### config.mk
export PLATFORM = sky130hd
export DESIGN_NAME = rwm_frame_ctrl
export DESIGN_NICKNAME = d
export VERILOG_FILES = /design/src/rtl/rwm_ctrl_pkg.sv /design/src/rtl/rwm_ctrl_wdog.sv /design/src/rtl/rwm_frame_ctrl.sv
export SDC_FILE = /design/constraint.sdc
export NUM_CORES = 1
export LEC_CHECK = 0
export CAP_MARGIN = 10
export CORE_MARGIN = 1.5
export CORE_UTILIZATION = 50
export CTS_CLUSTER_SIZE = 16
export DETAILED_ROUTE_END_ITERATION = 7
export HOLD_SLACK_MARGIN = 0.1
export PLACE_DENSITY_LB_ADDON = 0.15
export SKIP_LAST_GASP = 1
export SYNTH_ARGS = -nofsm -noshare
export SYNTH_HDL_FRONTEND = slang
export SYNTH_SLANG_ARGS = --single-unit
### constraint.sdc
create_clock -name clk -period 2.8 [get_ports clk]
set_clock_uncertainty 0.1 [all_clocks]
set_input_delay 0.7 -clock clk [delete_from_list [all_inputs] [get_ports clk]]
set_output_delay 0.7 -clock clk [all_outputs]
set_load 0.005 [all_outputs]
### src/rtl/rwm_ctrl_pkg.sv
// Shared state and phase encodings for the RWM frame sequencer and its watchdog.
package rwm_ctrl_pkg;

    typedef enum logic [2:0] {
        IDLE = 3'd0,
        CLR  = 3'd1,
        GAP  = 3'd2,
        WR   = 3'd3,
        RD   = 3'd4,
        FIN  = 3'd5,
        ERR  = 3'd6
    } state_e;

    // Phase entered once the enable-low gap has elapsed.
    typedef enum logic [1:0] {
        PH_IDLE = 2'd0,
        PH_WR   = 2'd1,
        PH_RD   = 2'd2
    } phase_e;

    function automatic logic is_cmd_state(state_e s);
        return (s == CLR) || (s == WR) || (s == RD);
    endfunction

endpackage

### src/rtl/rwm_ctrl_wdog.sv
// Per-phase timeout counter: cleared by load_i, counts while en_i, flags expiry
// during the LIMIT-th cycle of a phase. Only instantiated under RWM_CTRL_WDOG_EN.
module rwm_ctrl_wdog
    import rwm_ctrl_pkg::*;
#(
    parameter int LIMIT = 64
) (
    input  logic clk,
    input  logic rst_n,
    input  logic load_i,
    input  logic en_i,
    output logic expired_o
);

    localparam int W = (LIMIT > 1) ? $clog2(LIMIT) : 1;

    logic [W-1:0] cnt_q;
    logic [W-1:0] cnt_d;

    assign expired_o = en_i && (cnt_q == W'(LIMIT - 1));

    always_comb begin
        cnt_d = cnt_q;
        if (load_i) begin
            cnt_d = '0;
        end else if (en_i && !expired_o) begin
            cnt_d = cnt_q + 1'b1;
        end
    end

    always_ff @(posedge clk or negedge rst_n) begin
        if (!rst_n) begin
            cnt_q <= '0;
        end else begin
            cnt_q <= cnt_d;
        end
    end

endmodule

### src/rtl/rwm_frame_ctrl.sv
// Frame sequencer driving the RWM through clear, write and read phases with an
// enable-low gap between them. Define RWM_CTRL_WDOG_EN to add the phase watchdog.
module rwm_frame_ctrl
    import rwm_ctrl_pkg::*;
#(
    parameter int CLEAR_FIRST = 1,
    parameter int GAP_CYCLES  = 1,
    parameter int CNT_W       = 8,
    parameter int WDOG_LIMIT  = 64
) (
    input  logic             clk,
    input  logic             rst_n,
    input  logic             start,
    input  logic             clear_req,
    input  logic             rwm_done,
    output logic             rwm_enable,
    output logic             rwm_rw,
    output logic             rwm_clear,
    output logic             busy,
    output logic             frame_done,
    output logic [CNT_W-1:0] frame_count,
    output logic             error
);

    localparam int GW = (GAP_CYCLES > 1) ? $clog2(GAP_CYCLES) : 1;

    state_e           state_q, state_d;
    phase_e           next_ph_q, next_ph_d;
    logic             clr_only_q, clr_only_d;
    logic [GW-1:0]    gap_cnt_q, gap_cnt_d;
    logic [CNT_W-1:0] frame_cnt_q, frame_cnt_d;
    logic             wdog_expired;
    state_e           first_phase;

    assign first_phase = (CLEAR_FIRST != 0) ? CLR : WR;

`ifdef RWM_CTRL_WDOG_EN
    rwm_ctrl_wdog #(
        .LIMIT(WDOG_LIMIT)
    ) u_wdog (
        .clk      (clk),
        .rst_n    (rst_n),
        .load_i   (!is_cmd_state(state_q)),
        .en_i     (is_cmd_state(state_q)),
        .expired_o(wdog_expired)
    );
    assign error = (state_q == ERR);
`else
    logic unused_wdog_limit;
    assign unused_wdog_limit = (WDOG_LIMIT != 0);
    assign wdog_expired      = 1'b0;
    assign error             = 1'b0;
`endif

    always_comb begin
        state_d     = state_q;
        next_ph_d   = next_ph_q;
        clr_only_d  = clr_only_q;
        gap_cnt_d   = gap_cnt_q;
        frame_cnt_d = frame_cnt_q;
        unique case (state_q)
            IDLE: begin
                // start has priority; a simultaneous clear_req is dropped
                if (start) begin
                    state_d    = first_phase;
                    clr_only_d = 1'b0;
                end else if (clear_req) begin
                    state_d    = CLR;
                    clr_only_d = 1'b1;
                end
            end
            CLR: begin
                if (rwm_done) begin
                    state_d   = GAP;
                    gap_cnt_d = '0;
                    next_ph_d = clr_only_q ? PH_IDLE : PH_WR;
                end else if (wdog_expired) begin
                    state_d = ERR;
                end
            end
            WR: begin
                if (rwm_done) begin
                    state_d   = GAP;
                    gap_cnt_d = '0;
                    next_ph_d = PH_RD;
                end else if (wdog_expired) begin
                    state_d = ERR;
                end
            end
            RD: begin
                if (rwm_done) begin
                    state_d = FIN;
                end else if (wdog_expired) begin
                    state_d = ERR;
                end
            end
            GAP: begin
                if (gap_cnt_q == GW'(GAP_CYCLES - 1)) begin
                    unique case (next_ph_q)
                        PH_WR:   state_d = WR;
                        PH_RD:   state_d = RD;
                        default: state_d = IDLE;
                    endcase
                end else begin
                    gap_cnt_d = gap_cnt_q + 1'b1;
                end
            end
            FIN: begin
                frame_cnt_d = frame_cnt_q + 1'b1;
                state_d     = IDLE;
            end
            ERR: begin
                if (start) begin
                    state_d    = first_phase;
                    clr_only_d = 1'b0;
                end
            end
            default: state_d = IDLE;
        endcase
    end

    always_ff @(posedge clk or negedge rst_n) begin
        if (!rst_n) begin
            state_q     <= IDLE;
            next_ph_q   <= PH_IDLE;
            clr_only_q  <= 1'b0;
            gap_cnt_q   <= '0;
            frame_cnt_q <= '0;
        end else begin
            state_q     <= state_d;
            next_ph_q   <= next_ph_d;
            clr_only_q  <= clr_only_d;
            gap_cnt_q   <= gap_cnt_d;
            frame_cnt_q <= frame_cnt_d;
        end
    end

    assign rwm_enable  = is_cmd_state(state_q);
    assign rwm_rw      = (state_q == WR);
    assign rwm_clear   = (state_q == CLR);
    assign busy        = (state_q != IDLE) && (state_q != ERR);
    assign frame_done  = (state_q == FIN);
    assign frame_count = frame_cnt_q;

endmodule

==> results.md <==
- Outcome: complete, no violations
- Root Buffer: clkbuf_4
- Largest net degree at the start of global routing: 15
- Top cell type's share of synthesized area: 0.4430
- Kind of critical path: flop to primary output
- GRT Total Usage: 0.1739
- Core Region: 0.001489 sq mm
- Register-to-Register Path Depth: 4
- Launch point of the worst path: state_q[2]$_DFFE_PN0P_
- Final ANT Viol Nets: 0
- Max Root-Sink Buffers: 2
- CTS Sinks: 14
- Post-CTS Resized: 0
- Wire length per cell: 13.06 microns
- Initial DRC Count: 17
- Hold Path Class: flop to flop
- Total setup buffers inserted after CTS: 0
- GP Congestion: 0.7928
- Number of synthesized flops with an enable pin: 0
- DRT Pass-1 Iters: 4
- TNS Setup: 0 ps
- Post-synth cell types: 34
- First-pass GRT wire length: 2366 microns
- Fmax: 390.9 MHz
- Number of synthesized register bits: 14
- Dominant cell type by area after synthesis: dfrtp_1
- Slew at the pin with the worst max-slew slack: 624.4 ps
- Final max-slew violation count: 0
- H-tree levels: 1
- RSZ-0062 raised after global routing: no
- Port buffer count: 17
- Initial antenna violation count: 0
- YS warnings: 0
- Share of the yosys chip area belonging to registers: 0.4430
- Area of the multi-input gates: 387.9 sq um
- WHS: 364.4 ps
- Ant. Diodes: 0
- Vias: 590
- Non-filler cells, final: 108
- Detailed Route WL: 1411 microns
- Startpoint Class: flop
- Hold Vio Cnt, Final: 0
- Worst EP required: 2000 ps
- Post-DP HPWL: 1032 microns
- Crit share post-route: 0.9137
- CTS Hold Buffers Added: 0
- Cell count after synthesis: 75
- Setup Viol. Count Final: 0
- Tmin final: 2558 ps
- Relative slew slack: 0.5824
- Register area: 350.3 sq um
- Worst flop-to-flop path startpoint: state_q[2]$_DFFE_PN0P_
- Post-placement setup slack: 552.1 ps
- Area contributors post-synth: dfrtp_1 44%, nand3b_4 5.1%, xor2_1 4.4%
- DRC viols: 0
- Via/cell ratio: 5.463
- Commonest cells after routing, fill and taps aside: 17 x clkdlybuf4s50_1, 14 x dfrtp_1, 5 x nor2_1, 5 x nand2_1
- R2R setup slack: 1280 ps
- Die X: 42.77 microns
- CTS buffer count: 3
- Max Cap Viol: 0
- CP Max Fanout: 12
- Num rows: 14
- Share of synthesized registers carrying an async set or reset: 1.000
- Fillers: 118
- CP arrival: 1760 ps
- Die Ht: 42.77 microns
- Crit path to: frame_done
- Clock transition at the registers of the reported paths: 80 ps
- IR drop worst, VDD: 540.9 uV
- CP endpoint kind: primary output
- R2R Path End: frame_count[6]$_DFFE_PN0P_
- Die area: 0.001829 sq mm
- Grt ovf: 0
- Final net count: 99
- Clk Latency, worst-skew pair: 270 ps
- Ports: 19
- CTS tree: built
- Layout cell share with drive strength beyond 1: 0.1413
- Leak: 0.4554 nW
- Synthesized area per cell: 10.54 sq um
- Synth Cell Area: 790.8 sq um
- Mapped Nets: 81
- PwrDens: 855.6 mW/mm^2
- Syn-to-layout area delta: 24.37%
- Vias in the first global route: 505
- Placed insts: 104
- Final Power: 0.8414 mW
- Final WS setup: 241.8 ps
- Starting Density: 0.5311
- Most used DFF post-synth: dfrtp_1
- Most common cell after layout, fill and taps aside: clkdlybuf4s50_1
per-stage QoR:
step | util | instance area, sq um
floorplan | - | 790.8
detailed placement | 0.6361 | 947.2
finish | 0.6605 | 983.4
CTS | 0.6605 | 983.4
global placement | 0.6361 | 947.2
global route | 0.6605 | 983.4
worst min-delay path by stage:
| stage | depth (start not counted) | slack (ps) | from | endpoint |
|---|---|---|---|---|
| floorplan | 0 | 300 | rst_n | clr_only_q$_DFFE_PN0P_ |
| global placement | 1 | 360 | frame_count[7]$_DFFE_PN0P_ | frame_count[7]$_DFFE_PN0P_ |
| detailed placement | 1 | 360 | frame_count[7]$_DFFE_PN0P_ | frame_count[7]$_DFFE_PN0P_ |
| CTS | 1 | 370 | frame_count[7]$_DFFE_PN0P_ | frame_count[7]$_DFFE_PN0P_ |
| global route | 1 | 410 | clr_only_q$_DFFE_PN0P_ | next_ph_q[0]$_DFFE_PN0P_ |
| finish | 1 | 360 | frame_count[7]$_DFFE_PN0P_ | frame_count[7]$_DFFE_PN0P_ |
layout make-up:
type | count | area share
multi-input cells | 53 | 0.3944
clock buffers | 4 | 0.03690
flip-flops and latches | 14 | 0.3562
well taps | 16 | 0.02036
repair buffers | 18 | 0.1807
inverters | 3 | 0.01145
worst max-delay path, cell delays in order, from the launching register on:
cell and delay, ps:
dfrtp_1 560, buf_4 220, nand3b_4 130, inv_1 80
clkdlybuf4s50_1 490
state kept, by name, indices dropped and copies added (netlist names):
signal	cells
state_q	3
next_ph_q	2
frame_count	8
clr_only_q	1
logic make-up (layout without fill, tap and decap cells):
logic type               Yosys count  count (layout)  share of synthesized area
AO/OA/AOI/OAI                     14              14                     0.1345
XOR/XNOR                           7               7                    0.07753
adder cells (fa/ha/maj)            1               1                    0.01582
buffers and inverters              8              25                    0.06646
flip-flops                        14              14                     0.4430
multiplexers                       1               1                    0.01424
other                              1               1                   0.004742
AND/OR/NAND/NOR                   29              29                     0.2437
report_power, final:
group	leakage (nW)	internal, mW	total [mW]	switching [mW]
clock network	0.0210	0.0790	0.142	0.0628
registers	0.184	0.255	0.361	0.106
logic	0.250	0.210	0.339	0.129
total	0.455	0.545	0.841	0.297
cells in the mapped netlist, types with 2 or more instances:
cell	count
nand3b_4	2
dfrtp_1	14
xor2_1	4
nand2_1	5
nor2b_1	2
nor2_1	5
xnor2_1	3
nor3_2	2
nand3_1	3
inv_1	3
buf_4	4
nand2b_1	3
o21ai_0	4
metal layers:
metal / vias to the layer above / GRT usage / routed length (microns)
li1: 295 / - / -
met1: 280 / 0.2581 / 707
met2: 13 / 0.2394 / 643
met3: 2 / 0.02553 / 54
met4: 0 / 0.09375 / 7
met5: - / 0 / 0
(Power assumes the default switching activity.)
